`src/rtl/mem_arbiter_if.sv`:
```
// Memory-controller port shared by instruction fetch and data access.
// The arbiter is the master; the memory controller is the slave.
interface mem_arbiter_if;
    logic        mem_req;
    logic        mem_we;
    logic [31:0] mem_addr;
    logic [3:0]  mem_be;
    logic [31:0] mem_wdata;
    logic [31:0] mem_rdata;
    logic        mem_ack;

    modport master (
        output mem_req, mem_we, mem_addr, mem_be, mem_wdata,
        input  mem_rdata, mem_ack
    );

    modport slave (
        input  mem_req, mem_we, mem_addr, mem_be, mem_wdata,
        output mem_rdata, mem_ack
    );
endinterface

```
`src/rtl/mem_arbiter.sv`:
```
// Shares one memory port between fetch and data: data-first arbitration with an
// anti-starvation streak, one req/ack transaction at a time, byte-lane handling.
module mem_arbiter #(
    parameter int STARVE_LIMIT = 4
) (
    input  logic          clk,
    input  logic          rst,
    input  logic          i_if_req,
    input  logic [31:0]   i_if_addr,
    output logic [31:0]   o_if_data,
    output logic          o_if_valid,
    output logic          o_if_stall,
    input  logic          i_d_req,
    input  logic          i_d_op,
    input  logic [1:0]    i_d_size,
    input  logic [31:0]   i_d_addr,
    input  logic [31:0]   i_d_wdata,
    output logic [31:0]   o_d_rdata,
    output logic          o_d_valid,
    output logic          o_d_err,
    output logic          o_d_stall,
    mem_arbiter_if.master mem
);
    // state   | meaning
    // IDLE    | arbitrate pending requests
    // BUSY_IF | fetch transaction outstanding on the memory port
    // BUSY_D  | data transaction outstanding on the memory port
    // RESP    | one-cycle completion pulse on the granted port
    typedef enum logic [1:0] {IDLE, BUSY_IF, BUSY_D, RESP} state_t;

    localparam int            SW         = $clog2(STARVE_LIMIT + 1);
    localparam logic [SW-1:0] STREAK_MAX = SW'(STARVE_LIMIT);

    state_t        state_q, state_d;
    logic [SW-1:0] streak_q, streak_d;
    logic          mem_req_q, mem_req_d, mem_we_q, mem_we_d;
    logic [31:0]   mem_addr_q, mem_addr_d, mem_wdata_q, mem_wdata_d;
    logic [3:0]    mem_be_q, mem_be_d;
    logic [1:0]    d_off_q, d_off_d, d_size_q, d_size_d;
    logic [31:0]   if_data_q, if_data_d, d_rdata_q, d_rdata_d;
    logic          if_valid_q, if_valid_d, d_valid_q, d_valid_d, d_err_q, d_err_d;

    logic          if_elig, d_elig, grant_d, grant_if, misaligned;
    logic [3:0]    st_be;
    logic [31:0]   st_wdata, ld_shift, ld_data;

    assign if_elig    = i_if_req & ~if_valid_q;
    assign d_elig     = i_d_req & ~d_valid_q;
    assign grant_d    = d_elig & ~(if_elig & (streak_q == STREAK_MAX));
    assign grant_if   = if_elig & ~grant_d;
    assign misaligned = (i_d_size == 2'b01) ? i_d_addr[0]
                                            : (i_d_size[1] & (i_d_addr[1:0] != 2'b00));

    // Store lanes follow the byte offset; loads always read the full word.
    always_comb begin
        st_be    = 4'b1111;
        st_wdata = i_d_wdata;
        case (i_d_size)
            2'b00: begin
                st_be    = 4'b0001 << i_d_addr[1:0];
                st_wdata = {4{i_d_wdata[7:0]}};
            end
            2'b01: begin
                st_be    = i_d_addr[1] ? 4'b1100 : 4'b0011;
                st_wdata = {2{i_d_wdata[15:0]}};
            end
            default: ;
        endcase
    end

    assign ld_shift = mem.mem_rdata >> {d_off_q, 3'b000};

    always_comb begin
        ld_data = ld_shift;
        case (d_size_q)
            2'b00:   ld_data = {24'b0, ld_shift[7:0]};
            2'b01:   ld_data = {16'b0, ld_shift[15:0]};
            default: ;
        endcase
    end

    always_comb begin
        state_d     = state_q;
        streak_d    = streak_q;
        mem_req_d   = mem_req_q;
        mem_we_d    = mem_we_q;
        mem_addr_d  = mem_addr_q;
        mem_be_d    = mem_be_q;
        mem_wdata_d = mem_wdata_q;
        d_off_d     = d_off_q;
        d_size_d    = d_size_q;
        if_data_d   = if_data_q;
        d_rdata_d   = d_rdata_q;
        d_err_d     = d_err_q;
        if_valid_d  = 1'b0;
        d_valid_d   = 1'b0;
        case (state_q)
            IDLE: begin
                if (grant_d) begin
                    if (if_elig && streak_q != STREAK_MAX) streak_d = streak_q + 1'b1;
                    if (misaligned) begin
                        d_valid_d = 1'b1;
                        d_err_d   = 1'b1;
                        d_rdata_d = 32'h0;
                        state_d   = RESP;
                    end else begin
                        mem_req_d   = 1'b1;
                        mem_we_d    = i_d_op;
                        mem_addr_d  = {i_d_addr[31:2], 2'b00};
                        mem_be_d    = i_d_op ? st_be : 4'b1111;
                        mem_wdata_d = st_wdata;
                        d_off_d     = i_d_addr[1:0];
                        d_size_d    = i_d_size;
                        state_d     = BUSY_D;
                    end
                end else if (grant_if) begin
                    streak_d    = '0;
                    mem_req_d   = 1'b1;
                    mem_we_d    = 1'b0;
                    mem_addr_d  = i_if_addr;
                    mem_be_d    = 4'b1111;
                    mem_wdata_d = 32'h0;
                    state_d     = BUSY_IF;
                end
            end
            BUSY_IF: begin
                if (mem.mem_ack) begin
                    mem_req_d  = 1'b0;
                    if_data_d  = mem.mem_rdata;
                    if_valid_d = 1'b1;
                    state_d    = RESP;
                end
            end
            BUSY_D: begin
                if (mem.mem_ack) begin
                    mem_req_d = 1'b0;
                    d_rdata_d = mem_we_q ? 32'h0 : ld_data;
                    d_err_d   = 1'b0;
                    d_valid_d = 1'b1;
                    state_d   = RESP;
                end
            end
            RESP:    state_d = IDLE;
            default: state_d = IDLE;
        endcase
    end

    always_ff @(posedge clk) begin
        if (rst) begin
            state_q     <= IDLE;
            streak_q    <= '0;
            mem_req_q   <= 1'b0;
            mem_we_q    <= 1'b0;
            mem_addr_q  <= 32'h0;
            mem_be_q    <= 4'h0;
            mem_wdata_q <= 32'h0;
            d_off_q     <= 2'b00;
            d_size_q    <= 2'b00;
            if_data_q   <= 32'h0;
            d_rdata_q   <= 32'h0;
            d_err_q     <= 1'b0;
            if_valid_q  <= 1'b0;
            d_valid_q   <= 1'b0;
        end else begin
            state_q     <= state_d;
            streak_q    <= streak_d;
            mem_req_q   <= mem_req_d;
            mem_we_q    <= mem_we_d;
            mem_addr_q  <= mem_addr_d;
            mem_be_q    <= mem_be_d;
            mem_wdata_q <= mem_wdata_d;
            d_off_q     <= d_off_d;
            d_size_q    <= d_size_d;
            if_data_q   <= if_data_d;
            d_rdata_q   <= d_rdata_d;
            d_err_q     <= d_err_d;
            if_valid_q  <= if_valid_d;
            d_valid_q   <= d_valid_d;
        end
    end

    assign mem.mem_req   = mem_req_q;
    assign mem.mem_we    = mem_we_q;
    assign mem.mem_addr  = mem_addr_q;
    assign mem.mem_be    = mem_be_q;
    assign mem.mem_wdata = mem_wdata_q;
    assign o_if_data     = if_data_q;
    assign o_if_valid    = if_valid_q;
    assign o_if_stall    = i_if_req & ~if_valid_q;
    assign o_d_rdata     = d_rdata_q;
    assign o_d_valid     = d_valid_q;
    assign o_d_err       = d_err_q;
    assign o_d_stall     = i_d_req & ~d_valid_q;
endmodule

```
`src/flat_wrapper.sv`:
```
// flat-port wrapper written by rule: the top's interface ports become plain ports
module mem_arbiter_flat 
#(
    parameter int STARVE_LIMIT = 4
)
  (clk, rst, i_if_req, i_if_addr, o_if_data, o_if_valid, o_if_stall, i_d_req, i_d_op, i_d_size, i_d_addr, i_d_wdata, o_d_rdata, o_d_valid, o_d_err, o_d_stall, mem_mem_req, mem_mem_we, mem_mem_addr, mem_mem_be, mem_mem_wdata, mem_mem_rdata, mem_mem_ack);
  mem_arbiter_if mem_i ();
  input  logic clk;
  input  logic rst;
  input  logic i_if_req;
  input  logic [31:0] i_if_addr;
  output logic [31:0] o_if_data;
  output logic o_if_valid;
  output logic o_if_stall;
  input  logic i_d_req;
  input  logic i_d_op;
  input  logic [1:0] i_d_size;
  input  logic [31:0] i_d_addr;
  input  logic [31:0] i_d_wdata;
  output logic [31:0] o_d_rdata;
  output logic o_d_valid;
  output logic o_d_err;
  output logic o_d_stall;
  output wire logic [$bits(mem_i.mem_req)-1:0] mem_mem_req;
  output wire logic [$bits(mem_i.mem_we)-1:0] mem_mem_we;
  output wire logic [$bits(mem_i.mem_addr)-1:0] mem_mem_addr;
  output wire logic [$bits(mem_i.mem_be)-1:0] mem_mem_be;
  output wire logic [$bits(mem_i.mem_wdata)-1:0] mem_mem_wdata;
  input wire logic [$bits(mem_i.mem_rdata)-1:0] mem_mem_rdata;
  input wire logic [$bits(mem_i.mem_ack)-1:0] mem_mem_ack;
  assign mem_mem_req = mem_i.mem_req;
  assign mem_mem_we = mem_i.mem_we;
  assign mem_mem_addr = mem_i.mem_addr;
  assign mem_mem_be = mem_i.mem_be;
  assign mem_mem_wdata = mem_i.mem_wdata;
  assign mem_i.mem_rdata = mem_mem_rdata;
  assign mem_i.mem_ack = mem_mem_ack;
  mem_arbiter #(.STARVE_LIMIT(STARVE_LIMIT)) u_core (.clk(clk), .rst(rst), .i_if_req(i_if_req), .i_if_addr(i_if_addr), .o_if_data(o_if_data), .o_if_valid(o_if_valid), .o_if_stall(o_if_stall), .i_d_req(i_d_req), .i_d_op(i_d_op), .i_d_size(i_d_size), .i_d_addr(i_d_addr), .i_d_wdata(i_d_wdata), .o_d_rdata(o_d_rdata), .o_d_valid(o_d_valid), .o_d_err(o_d_err), .o_d_stall(o_d_stall), .mem(mem_i));
endmodule
```
`config.mk`:
```
export PLATFORM = sky130hd
export DESIGN_NAME = mem_arbiter_flat
export DESIGN_NICKNAME = d
export VERILOG_FILES = /design/src/rtl/mem_arbiter_if.sv /design/src/rtl/mem_arbiter.sv /design/src/flat_wrapper.sv
export SDC_FILE = /design/constraint.sdc
export NUM_CORES = 1
export LEC_CHECK = 0
export BUFFER_PORTS_ARGS = -buffer_cell sky130_fd_sc_hd__buf_4
export CAP_MARGIN = 20
export CORE_UTILIZATION = 44
export DETAILED_ROUTE_END_ITERATION = 7
export PLACE_DENSITY_LB_ADDON = 0.3
export SYNTH_ARGS = -nofsm -noshare
export SYNTH_HDL_FRONTEND = slang
export SYNTH_SLANG_ARGS = --single-unit
```
`constraint.sdc`:
```
create_clock -name clk -period 1.6 [get_ports clk]
set_input_delay 0.16 -clock clk [delete_from_list [all_inputs] [get_ports clk]]
set_output_delay 0.16 -clock clk [all_outputs]
set_load 0.1 [all_outputs]
```
==> flow_metrics.py, run 1 <==
metrics = {
    "placed_design": {
        "place.port_buffers": 274,
        "hpwl_um": 14900,
        "pre_cts_ws_ps": -196,
        "gp_congestion": 0.822,
        "post_dp_cell_area_sq_um": 9130,
        "dp.cells": 1148,
    },
    "timing": {
        "worst_slack_ps": -101,
        "maxSlewHeadroom": 0.670,
        "fin_crit_sh": 1.06,
        "finalHoldViolCount": 0,
        "skew_ps": 7.39,
        "rsz0062_at_grt": "yes",
        "final.setup.tns_ps": -1570,
        "hold_ws_ps": 10.3,
        "finalCriticalPeriod_ps": 1700,
        "worst-slew-pin-transition_ps": 494,
        "fmax_mhz": 588,
        "setup_viol": 70,
        "slew_viol_final": 0,
    },
    "floorplan": {
        "die_h_um": 124,
        "io_pins": 275,
        "start_util": 0.451,
        "rows": 44,
        "core-area_sq_um": 14600,
        "die_w_um": 124,
        "die_area_sq_um": 15500,
    },
    "logic_synthesis": {
        "synth_area_per_cell_sq_um": 9.45,
        "synthSimpleGateAreaFrac": 0.141,
        "synthMuxAreaShare": 0.175,
        "synthAdderAreaFrac": 0.0114,
        "synthFlopType": "dfxtp_1",
        "synth-xor-area-share": 0,
        "synth_cells": 697,
        "ys_async_sr_fraction": 0,
        "netlist_area_sq_um": 6580,
        "synth_compound_area_frac": 0.179,
        "ys_warn_count": 0,
        "synth_top_family_by_area": "compound AO/OA/AOI/OAI gates",
        "synth.distinct_cells": 50,
        "synth-seq-cells": 146,
        "synth_nets": 839,
        "yosysSeqAreaShare": 0.444,
        "synth_edf_count": 0,
    },
    "worst_hold_path": {
        "hp-class": "primary input to flip-flop",
        "min_from": "i_d_addr[12]",
    },
    "final_layout": {
        "areaGrowthSynthToFinish_pct": 57.7,
        "final_common_cell": "buf_4",
        "fillers": 1070,
        "instances_no_fill": 1225,
        "final_layout_size_suffix_gt1_frac": 0.396,
        "layout_common_cells": "buf_4 (313), dfxtp_1 (141), nand2_1 (121)",
        "nNetsFinal": 1170,
        "regArea_sq_um": 2930,
        "insertedDiodeCount": 0,
        "fin_area_sq_um": 10400,
        "multi_input_area_sq_um": 3530,
    },
    "grt": {
        "grt_use_total": 0.271,
        "antenna_found_initial": 0,
        "grt_max_degree": 57,
        "grt_pass1_wl_um": 33100,
        "gr-total-overflow": 0,
        "grt_pass1_vias": 6381,
    },
    "cts": {
        "clkTransAtPathRegs_ps": 60,
        "cts_buffers": 17,
        "cts_buffer_depth": 2,
        "clk_latency_ps": 430,
        "cts_tree": "done",
        "clockRootBuffer": "clkbuf_16",
        "cts_htree_levels": 4,
        "clock_sinks": 146,
    },
    "detailed_routing": {
        "drt-met1-wl_um": 8760,
        "top_layer_used": "met4",
        "route.antenna.remaining_nets": 0,
        "first_pass_iters": 5,
        "viasPerCell": 5.28,
        "met2_length_um": 10700,
        "dr_total_vias": 6473,
        "wire_per_inst_um": 17.6,
        "drt_wl_total_um": 21500,
        "drc": 0,
        "wl_met3_um": 1530,
        "dr.first_iter.drc_count": 487,
    },
    "power": {
        "power_density_nw_per_um2": 1620,
        "power.share.sequential": 0.268,
        "p_switching_mw": 7.53,
        "clockPowerShare": 0.243,
        "power_frac_comb": 0.489,
        "swShare": 0.448,
        "internal_power_mw": 9.28,
        "peakVddDrop_mv": 0.971,
        "leakage_nw": 4.62,
    },
    "worst_setup_path": {
        "cp-end-kind": "flip-flop",
        "cp-start-kind": "flip-flop",
        "cp-startpoint": "u_core.streak_q[0]",
        "required_ps": 1910,
        "critical_path_buf_inv_count": 3,
        "crit_chain": "inv_2, ha_4, nand4b_1, buf_4, nand2_8, clkbuf_16, mux2i_1, o2bb2ai_1",
        "crit_family": "buffers and inverters",
        "reg2reg_from": "u_core.streak_q[0]",
        "path_class": "flip-flop to flip-flop",
        "crit_slowest_cell": "dfxtp_2",
        "slowest_delay_ps": 320,
        "crit_fanout": 7,
        "cp.arrival_ps": 2010,
    },
    "run": {
        "drv_cap": 0,
    },
    "status": {
        "failed_checks": "setup timing",
        "status": "finished, violations left",
    },
}
what timing repair did:
item	4_1_cts	5_1_grt
gates resized for setup	23	20
buffers inserted	4	4
hold buffers	35	0
endpoints found under the hold margin	32	0
cloned	1	3
pin swaps	10	9
setup endpoints to repair	103	107
per-layer routing:
metal | vias to the layer above | global-route usage
met5 | - | 0
met4 | 0 | 0.110
met3 | 31 | 0.0717
met2 | 264 | 0.455
met1 | 3047 | 0.328
li1 | 3131 | -
metrics by stage:
step / utilization / power [mW]
2_1_floorplan: - / 10.3
3_3_place_gp: 0.626 / 12.2
3_5_place_dp: 0.626 / 12.2
4_1_cts: 0.701 / 16.6
5_1_grt: 0.712 / 17.4
6_report: 0.712 / 16.8
worst reg2reg max path, stage by stage, from the launching register on:
cell and delay, ps:
dfxtp_2 320, inv_2 60, ha_4 130, nand4b_1 210, buf_4 240, nand2_8 110, clkbuf_16 170, mux2i_1 240
o2bb2ai_1 100
cells by family (layout without fill, tap and decap cells):
family	count (synthesis)	in the layout
compound gates	168	168
fa+ha+maj	6	6
buf+inv	64	408
flops	146	146
mux	114	114
simple gates	199	199
power groups by stage:
stage / Sequential [mW] / Clock [mW] / Combinational [mW]
floorplan: 8.01 / 0 / 2.32
global placement: 4.54 / 0 / 7.64
detailed placement: 4.54 / 0 / 7.68
CTS: 4.49 / 4.13 / 8.01
global route: 4.56 / 4.30 / 8.53
finish: 4.50 / 4.09 / 8.22
synth_stat cells, types with 9 or more instances:
cell type | count | area share
clkbuf_1 | 28 | 0.016
mux2i_1 | 106 | 0.16
a22o_1 | 10 | 0.013
nand2b_1 | 36 | 0.034
nor2b_1 | 9 | 0.0086
o21ai_0 | 31 | 0.024
nand2_1 | 123 | 0.070
dfxtp_1 | 146 | 0.44
inv_1 | 10 | 0.0057
buf_2 | 17 | 0.013
nor2_1 | 10 | 0.0057
a21oi_1 | 45 | 0.034
o2bb2ai_1 | 54 | 0.072
worst paths after layout:
kind	end	slack [ps]	cells after the start
worst max-delay path	u_core.mem.mem_addr[15]	-100	8
worst min-delay path	u_core.mem.mem_addr[12]	10	3
worst max register to register	u_core.mem.mem_addr[15]	-100	8
worst min register to register	u_core.o_if_data[17]	450	2
layout make-up:
class	instances	share of cell area
multi-input combinational	487	0.340
timing repair buffer	365	0.291
sequential	146	0.283
clock buffer	24	0.0494
tap	184	0.0222
clock inverter	8	0.00940
inverter	11	0.00554
state kept, by name, indices dropped and copies added, names as in the netlist:
signal                count
u_core.mem.mem_be         4
u_core.d_off_q            2
u_core.o_if_data         32
u_core.o_d_valid          1
u_core.mem.mem_wdata     32
u_core.mem.mem_we         1
u_core.streak_q           3
u_core.state_q            2
u_core.d_size_q           2
u_core.mem.mem_addr      32
u_core.mem.mem_req        1
u_core.o_d_err            1
u_core.o_d_rdata         32
u_core.o_if_valid         1
Power figures use the tool's default switching activity.
==> inputs of run 2 (changes only) <==
--- a/config.mk
+++ b/config.mk
@@ -5,10 +5,11 @@
 export SDC_FILE = /design/constraint.sdc
 export NUM_CORES = 1
 export LEC_CHECK = 0
-export BUFFER_PORTS_ARGS = -buffer_cell sky130_fd_sc_hd__buf_4
 export CAP_MARGIN = 20
-export CORE_UTILIZATION = 44
+export CORE_MARGIN = 3
+export CORE_UTILIZATION = 50
 export DETAILED_ROUTE_END_ITERATION = 7
+export DONT_BUFFER_PORTS = 1
 export PLACE_DENSITY_LB_ADDON = 0.3
 export SYNTH_ARGS = -nofsm -noshare
 export SYNTH_HDL_FRONTEND = slang
==> constraint.sdc (replaced) <==
create_clock -name clk -period 1.85 [get_ports clk]
set_input_delay 0.185 -clock clk [delete_from_list [all_inputs] [get_ports clk]]
set_output_delay 0.185 -clock clk [all_outputs]
set_load 0.1 [all_outputs]
==> run 2 against run 1 <==
  * The run still ends with setup timing left
  * Clock-buffer cell count decreased by 4
  * Critical path depth up 1
  * Sequential share of layout area grew 1.2 points
  * Non-clock buffer count fell by 75
  * Hold slack better by 11 ps
  * First-iteration DRC count increased by 29%
  * Core utilization rose by 7.0 points
  * Setup slack better by 59 ps
  * Maximum frequency is 10% lower
  * Sequential cell count unchanged
  * Largest power group unchanged
  * Highest routed layer unchanged
==> flow_metrics.py, run 2 (same netlist as run 1, synthesis figures left out) <==
metrics = {
    "power": {
        "peakVddDrop_mv": 1.10,
        "power_density_nw_per_um2": 1450,
        "leakage_nw": 4.20,
    },
    "detailed_routing": {
        "route.antenna.remaining_nets": 0,
        "drc": 0,
        "viasPerCell": 6.04,
        "dr_total_vias": 6883,
        "first_pass_iters": 5,
        "wire_per_inst_um": 23.4,
        "drt_wl_total_um": 26600,
        "dr.first_iter.drc_count": 627,
    },
    "cts": {
        "clockRootBuffer": "clkbuf_16",
        "clk_latency_ps": 420,
        "clkTransAtPathRegs_ps": 70,
        "cts_tree": "done",
        "cts_buffer_depth": 2,
        "cts_buffers": 17,
        "cts_htree_levels": 4,
        "clock_sinks": 146,
    },
    "timing": {
        "skew_ps": 14.6,
        "finalHoldViolCount": 0,
        "slew_viol_final": 0,
        "hold_ws_ps": 21.6,
        "setup_viol": 5,
        "worst-slew-pin-transition_ps": 596,
        "fin_crit_sh": 1.02,
        "maxSlewHeadroom": 0.601,
        "final.setup.tns_ps": -100,
        "rsz0062_at_grt": "yes",
        "finalCriticalPeriod_ps": 1890,
        "fmax_mhz": 528,
        "worst_slack_ps": -42.5,
    },
    "run": {
        "drv_cap": 0,
    },
    "floorplan": {
        "die_w_um": 121,
        "io_pins": 275,
        "rows": 41,
        "core-area_sq_um": 12700,
        "die_h_um": 121,
        "start_util": 0.518,
        "die_area_sq_um": 14600,
    },
    "grt": {
        "grt_pass1_vias": 6897,
        "grt_use_total": 0.334,
        "grt_max_degree": 91,
        "gr-total-overflow": 0,
        "antenna_found_initial": 0,
        "grt_pass1_wl_um": 37900,
    },
    "final_layout": {
        "nNetsFinal": 1096,
        "final_layout_size_suffix_gt1_frac": 0.244,
        "areaGrowthSynthToFinish_pct": 51.1,
        "layout_common_cells": "buf_4 (155), dfxtp_1 (141), nand2_1 (121), dlygate4sd3_1 (121), mux2i_1 (106)",
        "final_common_cell": "buf_4",
        "insertedDiodeCount": 0,
        "fillers": 749,
    },
    "placed_design": {
        "gp_congestion": 0.955,
        "hpwl_um": 14800,
        "place.port_buffers": 0,
    },
    "worst_setup_path": {
        "slowest_delay_ps": 330,
        "crit_fanout": 12,
        "path_class": "flip-flop to flip-flop",
        "path_common_cell": "buf_12",
        "critical_path_buf_inv_count": 4,
        "crit_family": "buffers and inverters",
        "required_ps": 2150,
        "crit_slowest_cell": "dfxtp_2",
        "crit_chain": "inv_1, ha_1, nand4b_1, o211ai_4, buf_12, a21oi_4, buf_12, clkbuf_16, a22o_1",
        "cp-start-kind": "flip-flop",
        "cp-end-kind": "flip-flop",
        "cp.arrival_ps": 2200,
    },
    "status": {
        "failed_checks": "setup timing",
        "status": "finished, violations left",
    },
    "worst_hold_path": {
        "hp-class": "primary input to flip-flop",
    },
}
-- run 2: area by class of cell --
cell class	count	area, sq um	share of cell area
Sequential cell	146	2930	0.295
Tap cell	172	215	0.0216
Timing Repair Buffer	290	2670	0.269
Clock buffer	20	447	0.0449
Multi-Input combinational cell	488	3450	0.346
Inverter	11	52.6	0.00528
Clock inverter	12	180	0.0181
-- run 2: metal layers --
layer  track usage  wire length (um)  vias to the layer above
met5             0                 0                        -
met4         0.174              1540                        0
met3         0.110              2870                      138
met2         0.584             13200                      529
met1         0.358              9060                     3223
li1              -                 -                     2993
-- run 2: through the flow --
step                      power [mW]  std cells  setup slack (ps)   util  cell area (sq um)
after floorplan                 8.92        697              -113      -               6640
after global placement          9.84        976              7.38  0.616               7840
after detailed placement        9.97        976              -169  0.616               7840
after CTS                       13.9       1131              22.9  0.766               9740
after global routing            14.8       1139             -75.9  0.782               9950
final                           14.4       1139             -42.5  0.782               9950
-- run 2: worst paths after layout --
check	from	endpoint	slack, ps	cells after the start
worst max-delay path	u_core.streak_q[0]	u_core.mem.mem_wdata[6]	-40	9
worst max register to register	u_core.streak_q[0]	u_core.mem.mem_wdata[6]	-40	9
worst min-delay path	i_d_size[1]	u_core.mem.mem_wdata[30]	20	3
worst min register to register	u_core.o_if_data[2]	u_core.o_if_data[2]	460	2
-- run 2: what timing repair did --
action / in CTS / in global routing
gates resized for setup: 6 / 14
setup buffers: 2 / 2
hold buffers: 120 / 2
setup endpoints to repair: 50 / 84
gates cloned: 1 / 4
pin swaps: 2 / 5
endpoints found under the hold margin: 141 / 2
-- run 2: power by group --
group          switching [mW]  leakage (nW)  internal [mW]
combinational            4.96          2.72           1.90
sequential              0.252          1.19           3.61
clock                    1.38         0.297           2.30
total                    6.59          4.20           7.81
-- run 2: worst register-to-register path, stage by stage, from the launching register on --
cell	delay, ps
dfxtp_2	330
inv_1	60
ha_1	160
nand4b_1	260
o211ai_4	230
buf_12	150
a21oi_4	50
buf_12	150
clkbuf_16	170
a22o_1	220
==> inputs of run 3 (changes only) <==
--- a/config.mk
+++ b/config.mk
@@ -10,7 +10,6 @@
 export CORE_UTILIZATION = 50
 export DETAILED_ROUTE_END_ITERATION = 7
 export DONT_BUFFER_PORTS = 1
-export PLACE_DENSITY_LB_ADDON = 0.3
 export SYNTH_ARGS = -nofsm -noshare
 export SYNTH_HDL_FRONTEND = slang
 export SYNTH_SLANG_ARGS = --single-unit
==> run 3 against run 2 <==
  * The run now ends clean
  * First-iteration DRC count down 11%
  * Maximum frequency grew 6.3%
  * Sequential share of layout area is 0.24 points higher
  * Via count shrank 4.6%
  * Wire length down 10%
  * Sequential power about the same
  * Largest cell class unchanged
  * Final cell count is 0.18% higher
  * Global-route usage decreased by 1.8 points
==> flow_metrics.py, run 3 (same netlist as run 1, synthesis figures left out) <==
metrics = {
    "worst_setup_path": {
        "ff2ff_setup_slack_ps": 70,
        "cp.arrival_ps": 2090,
        "crit_chain": "inv_1, ha_1, buf_4, a21boi_4, buf_4, a21oi_1, a211oi_1",
        "critical_path_buf_inv_count": 3,
        "crit_fanout": 11,
        "slowest_delay_ps": 330,
        "cp-start-kind": "flip-flop",
        "crit_family": "compound AO/OA/AOI/OAI gates",
        "required_ps": 2160,
        "cp-end-kind": "flip-flop",
        "path_common_cell": "buf_4",
        "path_class": "flip-flop to flip-flop",
        "crit_slowest_cell": "dfxtp_1",
    },
    "timing": {
        "finalCriticalPeriod_ps": 1780,
        "maxSlewHeadroom": 0.627,
        "hold_ws_ps": 7.91,
        "fin_crit_sh": 0.962,
        "worst-slew-pin-transition_ps": 559,
        "setup_viol": 0,
        "slew_viol_final": 0,
        "fmax_mhz": 562,
        "skew_ps": 8.16,
        "worst_slack_ps": 70.3,
        "finalHoldViolCount": 0,
        "rsz0062_at_grt": "yes",
    },
    "detailed_routing": {
        "wire_per_inst_um": 21.0,
        "viasPerCell": 5.76,
        "drt_wl_total_um": 24000,
        "drc": 0,
        "first_pass_iters": 5,
        "dr.first_iter.drc_count": 557,
        "route.antenna.remaining_nets": 0,
        "dr_total_vias": 6568,
    },
    "cts": {
        "clkTransAtPathRegs_ps": 60,
        "clockRootBuffer": "clkbuf_16",
        "cts_tree": "done",
        "clk_latency_ps": 420,
        "clock_sinks": 146,
        "cts_buffers": 17,
        "cts_htree_levels": 4,
        "cts_buffer_depth": 2,
    },
    "grt": {
        "grt_pass1_wl_um": 36000,
        "gr-total-overflow": 0,
        "grt_pass1_vias": 6748,
        "grt_use_total": 0.316,
        "grt_max_degree": 92,
        "antenna_found_initial": 1,
    },
    "placed_design": {
        "place.port_buffers": 0,
        "gp_congestion": 0.912,
        "hpwl_um": 14100,
        "pre_cts_ws_ps": -72.8,
    },
    "floorplan": {
        "io_pins": 275,
        "rows": 41,
        "die_w_um": 121,
        "die_h_um": 121,
        "core-area_sq_um": 12700,
        "die_area_sq_um": 14600,
        "start_util": 0.518,
    },
    "final_layout": {
        "nNetsFinal": 1097,
        "areaGrowthSynthToFinish_pct": 49.8,
        "layout_common_cells": "buf_4 (157), dfxtp_1 (142), dlygate4sd3_1 (122)",
        "final_layout_size_suffix_gt1_frac": 0.248,
        "postLayoutCoreUtil": 0.775,
        "fillers": 854,
        "final_common_cell": "buf_4",
    },
    "worst_hold_path": {
        "hp-class": "primary input to flip-flop",
    },
    "power": {
        "peakVddDrop_mv": 1.02,
        "leakage_nw": 4.17,
        "fin_total_pwr_mw": 14.0,
        "power_density_nw_per_um2": 1410,
    },
    "status": {
        "status": "complete, no violations",
    },
    "run": {
        "drv_cap": 0,
    },
}
## run 3: worst register-to-register path, delay by kind of cell (launching register included)
family / cells / cell delay [ps]
buf+inv: 3 / 500
fa+ha+maj: 1 / 180
compound gates: 3 / 670
flops: 1 / 330
## run 3: timing repair
item | 4_1_cts | 5_1_grt
hold buffers | 123 | 0
endpoints found under the setup margin | 48 | 90
gates cloned | 1 | 3
buffers inserted | 3 | 2
gates resized for setup | 3 | 20
hold endpoints to repair | 145 | 0
pin swaps | 2 | 3
## run 3: path summary, 6_finish.rpt
path / start / endpoint / depth (start not counted)
worst min register to register: u_core.o_if_data[12] / u_core.o_if_data[12] / 2
worst max-delay path: u_core.state_q[0] / u_core.mem.mem_be[2] / 7
worst max register to register: u_core.state_q[0] / u_core.mem.mem_be[2] / 7
worst min-delay path: i_d_size[1] / u_core.mem.mem_wdata[24] / 3
## run 3: where the power goes
part           switching (mW)  total, mW  leakage (nW)  internal, mW
clock                    1.31       3.37         0.287          2.05
sequential              0.224       3.83          1.19          3.61
combinational            4.90       6.75          2.70          1.86
total                    6.44       14.0          4.17          7.52
## run 3: metal layers
layer  wire length, um  global-route usage  vias up  part of all wire
met3              2230               0.102       67             0.093
li1                  -                   -     2991                 -
met1              8790               0.351     3148              0.37
met4               847               0.140        0             0.035
met5                 0                   0        -                 0
met2             12100               0.550      362              0.50
## run 3: metrics by stage
stage / instance area, sq um / TNS, ps / instances
floorplan: 6640 / -2960 / 697
global placement: 7830 / 0 / 976
detailed placement: 7830 / -1310 / 976
CTS: 9710 / 0 / 1135
global route: 9860 / -472 / 1141
finish: 9860 / 0 / 1141
## run 3: cell type report
class,count,area (sq um),area share
sequential,146,2930,0.297
clock inverter,9,77.6,0.00786
tap,172,215,0.0218
timing repair buffer,291,2630,0.267
multi-input combinational,488,3440,0.349
antenna,1,2.50,0.000254
clock buffer,23,508,0.0515
inverter,11,52.6,0.00533
